==> src/rtl/ls_test_ctrl.sv <==
// Run sequencer for shift-register lifetime tests: syncs to the returned pattern,
// then counts per-channel Q/DATA mismatches over a programmed window.
module ls_test_ctrl #(
    parameter int unsigned SEL_W   = 2,
    parameter int unsigned CNT_W   = 12,
    parameter int unsigned WIN_W   = 16,
    parameter int unsigned SYNC_TO = 1023,
    localparam int unsigned NCH    = 2 ** SEL_W
) (
    input  logic             CLK,
    input  logic             RST,
    input  logic             START,
    input  logic [WIN_W-1:0] WINDOW,
    input  logic [NCH-1:0]   CH_EN,
    input  logic [NCH-1:0]   Q,
    input  logic             DATA,
    output logic             GEN_EN,
    output logic             BUSY,
    output logic             DONE,
    output logic             TIMEOUT,
    output logic             ERR_ANY,
    input  logic [SEL_W-1:0] RD_SEL,
    output logic [CNT_W-1:0] RD_CNT
);

    localparam int unsigned TO_W = $clog2(SYNC_TO + 1);

    typedef enum logic [1:0] {StIdle, StArm, StRun, StFin} state_e;

    state_e           state_q, state_d;
    logic [NCH-1:0]   q_s1_q, qs_q, qs_dly_q;
    logic             d_s1_q, dd_q;
    logic [WIN_W-1:0] win_lat_q, win_lat_d;
    logic [WIN_W-1:0] win_cnt_q, win_cnt_d;
    logic [NCH-1:0]   en_lat_q, en_lat_d;
    logic [NCH-1:0]   seen_q, seen_d;
    logic [TO_W-1:0]  to_cnt_q, to_cnt_d;
    logic             timeout_q, timeout_d;
    logic [CNT_W-1:0] cnt_q [NCH];
    logic [CNT_W-1:0] cnt_d [NCH];
    logic             err_any_q, err_any_d;

    logic [NCH-1:0]   seen_now;
    logic             synced;

    // Q is asynchronous; DATA takes the same two-flop delay so both line up at compare
    always_ff @(posedge CLK or posedge RST) begin
        if (RST) begin
            q_s1_q   <= '0;
            qs_q     <= '0;
            qs_dly_q <= '0;
            d_s1_q   <= 1'b0;
            dd_q     <= 1'b0;
        end else begin
            q_s1_q   <= Q;
            qs_q     <= q_s1_q;
            qs_dly_q <= qs_q;
            d_s1_q   <= DATA;
            dd_q     <= d_s1_q;
        end
    end

    // Including this cycle's edges lets sync win over a coincident timeout
    assign seen_now = seen_q | (qs_q & ~qs_dly_q);
    assign synced   = &(seen_now | ~en_lat_q);

    always_comb begin
        state_d   = state_q;
        win_lat_d = win_lat_q;
        win_cnt_d = win_cnt_q;
        en_lat_d  = en_lat_q;
        seen_d    = seen_q;
        to_cnt_d  = to_cnt_q;
        timeout_d = timeout_q;
        cnt_d     = cnt_q;
        unique case (state_q)
            StIdle: begin
                if (START) begin
                    win_lat_d = (WINDOW == '0) ? WIN_W'(1) : WINDOW;
                    en_lat_d  = CH_EN;
                    seen_d    = '0;
                    to_cnt_d  = '0;
                    timeout_d = 1'b0;
                    for (int i = 0; i < int'(NCH); i++) begin
                        cnt_d[i] = '0;
                    end
                    state_d = StArm;
                end
            end
            StArm: begin
                seen_d = seen_now;
                if (synced) begin
                    win_cnt_d = win_lat_q;
                    state_d   = StRun;
                end else begin
                    to_cnt_d = to_cnt_q + TO_W'(1);
                    if (to_cnt_q == TO_W'(SYNC_TO - 1)) begin
                        timeout_d = 1'b1;
                        state_d   = StFin;
                    end
                end
            end
            StRun: begin
                for (int i = 0; i < int'(NCH); i++) begin
                    if (en_lat_q[i] && (qs_q[i] ^ dd_q) && (cnt_q[i] != '1)) begin
                        cnt_d[i] = cnt_q[i] + CNT_W'(1);
                    end
                end
                win_cnt_d = win_cnt_q - WIN_W'(1);
                if (win_cnt_q == WIN_W'(1)) begin
                    state_d = StFin;
                end
            end
            StFin: begin
                state_d = StIdle;
            end
            default: begin
                state_d = StIdle;
            end
        endcase
    end

    always_comb begin
        err_any_d = 1'b0;
        for (int i = 0; i < int'(NCH); i++) begin
            if (cnt_q[i] != '0) begin
                err_any_d = 1'b1;
            end
        end
    end

    always_ff @(posedge CLK or posedge RST) begin
        if (RST) begin
            state_q   <= StIdle;
            win_lat_q <= '0;
            win_cnt_q <= '0;
            en_lat_q  <= '0;
            seen_q    <= '0;
            to_cnt_q  <= '0;
            timeout_q <= 1'b0;
            err_any_q <= 1'b0;
            for (int i = 0; i < int'(NCH); i++) begin
                cnt_q[i] <= '0;
            end
        end else begin
            state_q   <= state_d;
            win_lat_q <= win_lat_d;
            win_cnt_q <= win_cnt_d;
            en_lat_q  <= en_lat_d;
            seen_q    <= seen_d;
            to_cnt_q  <= to_cnt_d;
            timeout_q <= timeout_d;
            err_any_q <= err_any_d;
            cnt_q     <= cnt_d;
        end
    end

    assign GEN_EN  = (state_q == StArm) || (state_q == StRun);
    assign BUSY    = (state_q != StIdle);
    assign DONE    = (state_q == StFin);
    assign TIMEOUT = timeout_q;
    assign ERR_ANY = err_any_q;
    assign RD_CNT  = cnt_q[RD_SEL];

endmodule

==> config.mk <==
export PLATFORM = sky130hd
export DESIGN_NAME = ls_test_ctrl
export DESIGN_NICKNAME = d
export VERILOG_FILES = /design/src/rtl/ls_test_ctrl.sv
export SDC_FILE = /design/constraint.sdc
export NUM_CORES = 1
export LEC_CHECK = 0
export ABC_AREA = 1
export BUFFER_PORTS_ARGS = -buffer_cell sky130_fd_sc_hd__buf_2
export CORE_MARGIN = 1
export CORE_UTILIZATION = 23
export CTS_BUF_LIST = sky130_fd_sc_hd__clkbuf_8
export CTS_CLUSTER_DIAMETER = 80
export DETAILED_ROUTE_END_ITERATION = 8
export PLACE_DENSITY = 0.41
export SYNTH_ARGS = -nofsm -noshare
export SYNTH_HDL_FRONTEND = slang
export SYNTH_SLANG_ARGS = --single-unit
==> constraint.sdc <==
create_clock -name CLK -period 6.1 [get_ports CLK]
set_clock_uncertainty 0.1 [all_clocks]
set_input_delay 1.22 -clock CLK [delete_from_list [all_inputs] [get_ports CLK]]
set_output_delay 1.22 -clock CLK [all_outputs]
set_load 0.01 [all_outputs]
==> impl_metrics.yaml <==
power_and_ir_drop:
  power_leakage_nw: 3.650
  p_per_area_mw_per_mm2: 381.3
  peakVddDrop_mv: 0.1986
setup_path:
  cp_max_fo: 29
  cp.required_ns: 4.78
  worstSetupPathType: "in2out"
  startpoint_type: "primary input"
  endpoint_kind: "output pin"
  arrival_ns: 2.53
timing:
  hold_viol_final: 0
  worst_pin_slew_ns: 1.025
  finalMaxSlewViolations: 0
  rsz0062_at_grt: "no"
  layout_min_cycle_time_ns: 3.847
  min_period_over_period: 0.6306
  max_freq_ghz: 0.2600
  setup_tns_ns: 0
  max_slew_margin: 0.3162
  setup_viol: 0
global_route:
  grt_max_degree: 57
  grt_util_all_layers: 0.1319
  grt_pass1_wl_mm: 32.43
  grt_overflow: 0
  grt_pass1_vias: 6057
  antenna_found_initial: 0
logic_synthesis:
  ys_seq_elements: 116
  yosysSeqAreaShare: 0.4097
  syn_nets: 1046
  ys_top_cells_by_count: "nand2_1 (321), dfrtp_1 (116), nor2_1 (103)"
  syn_inst: 999
  yosys.area.top_type: "dfrtp_1"
  yosys.cell_types.count: 38
  synth_ff_type: "dfrtp_1"
  synth_area_mm2: 0.007084
  syn_avg_cell_area_um2: 7.091
  synth_most_common_cell: "nand2_1"
  async_flop_share: 1.000
  synth_edf_count: 0
  yosysWarnings: 0
  synthTopCellsByArea: "dfrtp_1 (41%), nand2_1 (17%), nand3_1 (6.4%)"
  synth_top_area_share: 0.4097
floorplanning:
  core_mm2: 0.02995
  die_w_um: 177.5
  start_util: 0.2365
  dieArea_mm2: 0.03151
  io_pins: 47
  fp.dieH_um: 177.5
  rows: 63
clocking:
  clkTransAtPathRegs_ns: 0.08
  root_buffer: "clkbuf_8"
  clk_path_buf_depth: 2
  clock_sinks: 116
  ctsHoldBuffers: 0
  h-tree-depth: 4
  cts_tree: "built"
  cts_setup_buffers: 0
  numCtsBuffers: 17
  insertion_delay_ns: 0.45
  post_cts_resized: 0
detailed_routing:
  via_count: 6350
  dr.pass1.iters: 5
  drtIter0Drc: 438
  post-route-drc-count: 0
  totalWireLength_mm: 19.55
  ant_nets: 0
  routedWlPerCell_um: 13.69
  vias_per_cell: 4.447
finish:
  antenna-diode-count: 0
  design_area_mm2: 0.007985
  final_core_util: 0.2666
  instances_no_fill: 1428
  drive_gt1_frac: 0.1204
  area_delta_synth_final_pct: 12.72
  fin_nets: 1073
placed_design:
  gp_congestion: 0.8396
  io_buffers: 46
  placed_cell_area_mm2: 0.007611
  hpwl_mm: 13.90
  dp_cells: 1397
status:
  status: "completed"
worst_hold_path:
  hold_class: "reg2reg"
flow_run:
  max-cap-violations: 0
-- final cells by class --
type | instances | area [um^2]
Clock buffer | 18 | 247.7
Inverter | 91 | 344.1
Multi-Input combinational cell | 751 | 3623
Fill cell | 3370 | 21970
Sequential cell | 116 | 2903
Clock inverter | 13 | 126.4
Tap cell | 390 | 488.0
Timing Repair Buffer | 49 | 252.7
-- logic make-up (layout without fill, tap and decap cells) --
family | after synthesis | count (layout) | synth area share
and+or+nand+nor | 574 | 574 | 0.3449
AOI/OAI and AO/OA | 136 | 136 | 0.1065
buffers and inverters | 132 | 171 | 0.07912
DFF | 116 | 116 | 0.4097
xor gates and xnor gates | 24 | 24 | 0.02967
adders and majority gates | 17 | 17 | 0.03002
-- critical path, stage by stage --
cell and delay (ns):
buf_2 0.26, inv_1 0.39, o21ai_0 0.27, a21oi_1 0.06
a21oi_1 0.16, buf_2 0.15
-- metal layers --
metal  part of all wire  wire length (um)  GRT usage
met1               0.51             10030     0.1834
met2               0.43              8464     0.2007
met3              0.043               845    0.03171
met4              0.011               206    0.03953
met5                  0                 0          0
-- power breakdown --
| part | leakage (nW) | internal [mW] | total (mW) | switching [mW] |
|---|---|---|---|---|
| combinational | 1.95 | 0.373 | 1.24 | 0.866 |
| sequential | 1.53 | 0.940 | 1.10 | 0.164 |
| clock | 0.179 | 0.336 | 0.703 | 0.367 |
-- flip-flops by register name, summed over array words and instances, names as in the netlist --
register   cells
ERR_ANY        1
qs_q           4
en_lat_q       4
q_s1_q         4
win_lat_q     16
to_cnt_q      10
qs_dly_q       4
cnt_q         48
state_q        2
seen_q         4
win_cnt_q     16
dd_q           1
d_s1_q         1
TIMEOUT        1
-- final timing paths --
path	start	end	slack, ns	cells past startpoint
setup reg to reg	state_q[0]	win_cnt_q[6]	3.03	7
max in group asynchronous	RST	cnt_q[9]	4.10	3
hold reg to reg	q_s1_q[1]	qs_q[1]	0.26	0
hold / removal	q_s1_q[1]	qs_q[1]	0.26	0
min in group asynchronous	RST	TIMEOUT	0.80	2
setup / recovery	RD_SEL[0]	RD_CNT[10]	2.25	6
-- stage by stage --
| stage | setup slack (ns) | hold WS [ns] | power [mW] |
|---|---|---|---|
| 2_1_floorplan | 1.708 | 0.2312 | 2.077 |
| 6_report | 2.253 | 0.2572 | 3.045 |
| 3_5_place_dp | 2.291 | 0.2457 | 2.380 |
| 5_1_grt | 2.066 | 0.2672 | 3.339 |
| 4_1_cts | 2.288 | 0.2652 | 3.102 |
| 3_3_place_gp | 2.315 | 0.2351 | 2.381 |
-- cells in the final DEF (no fill, tap or decap), types with 2 or more instances in the layout --
cell,n
o21bai_1,4
xor2_1,21
nand2_1,321
clkinvlp_4,4
o31ai_1,2
inv_2,9
clkbuf_8,18
buf_4,3
o21ai_1,40
nand2_2,5
nand3_1,91
nand4_1,20
inv_1,80
buf_2,46
o21ai_0,44
a21oi_1,24
clkinv_4,3
dfrtp_1,116
or2_2,9
xnor2_1,3
o22ai_1,7
inv_6,4
nor2_1,103
ha_1,16
nor4_1,7
nor2_2,5
o21ai_2,9
nand3_2,3
a22oi_1,4
nand3b_1,5
No activity file was read; power rests on OpenSTA's default activity.
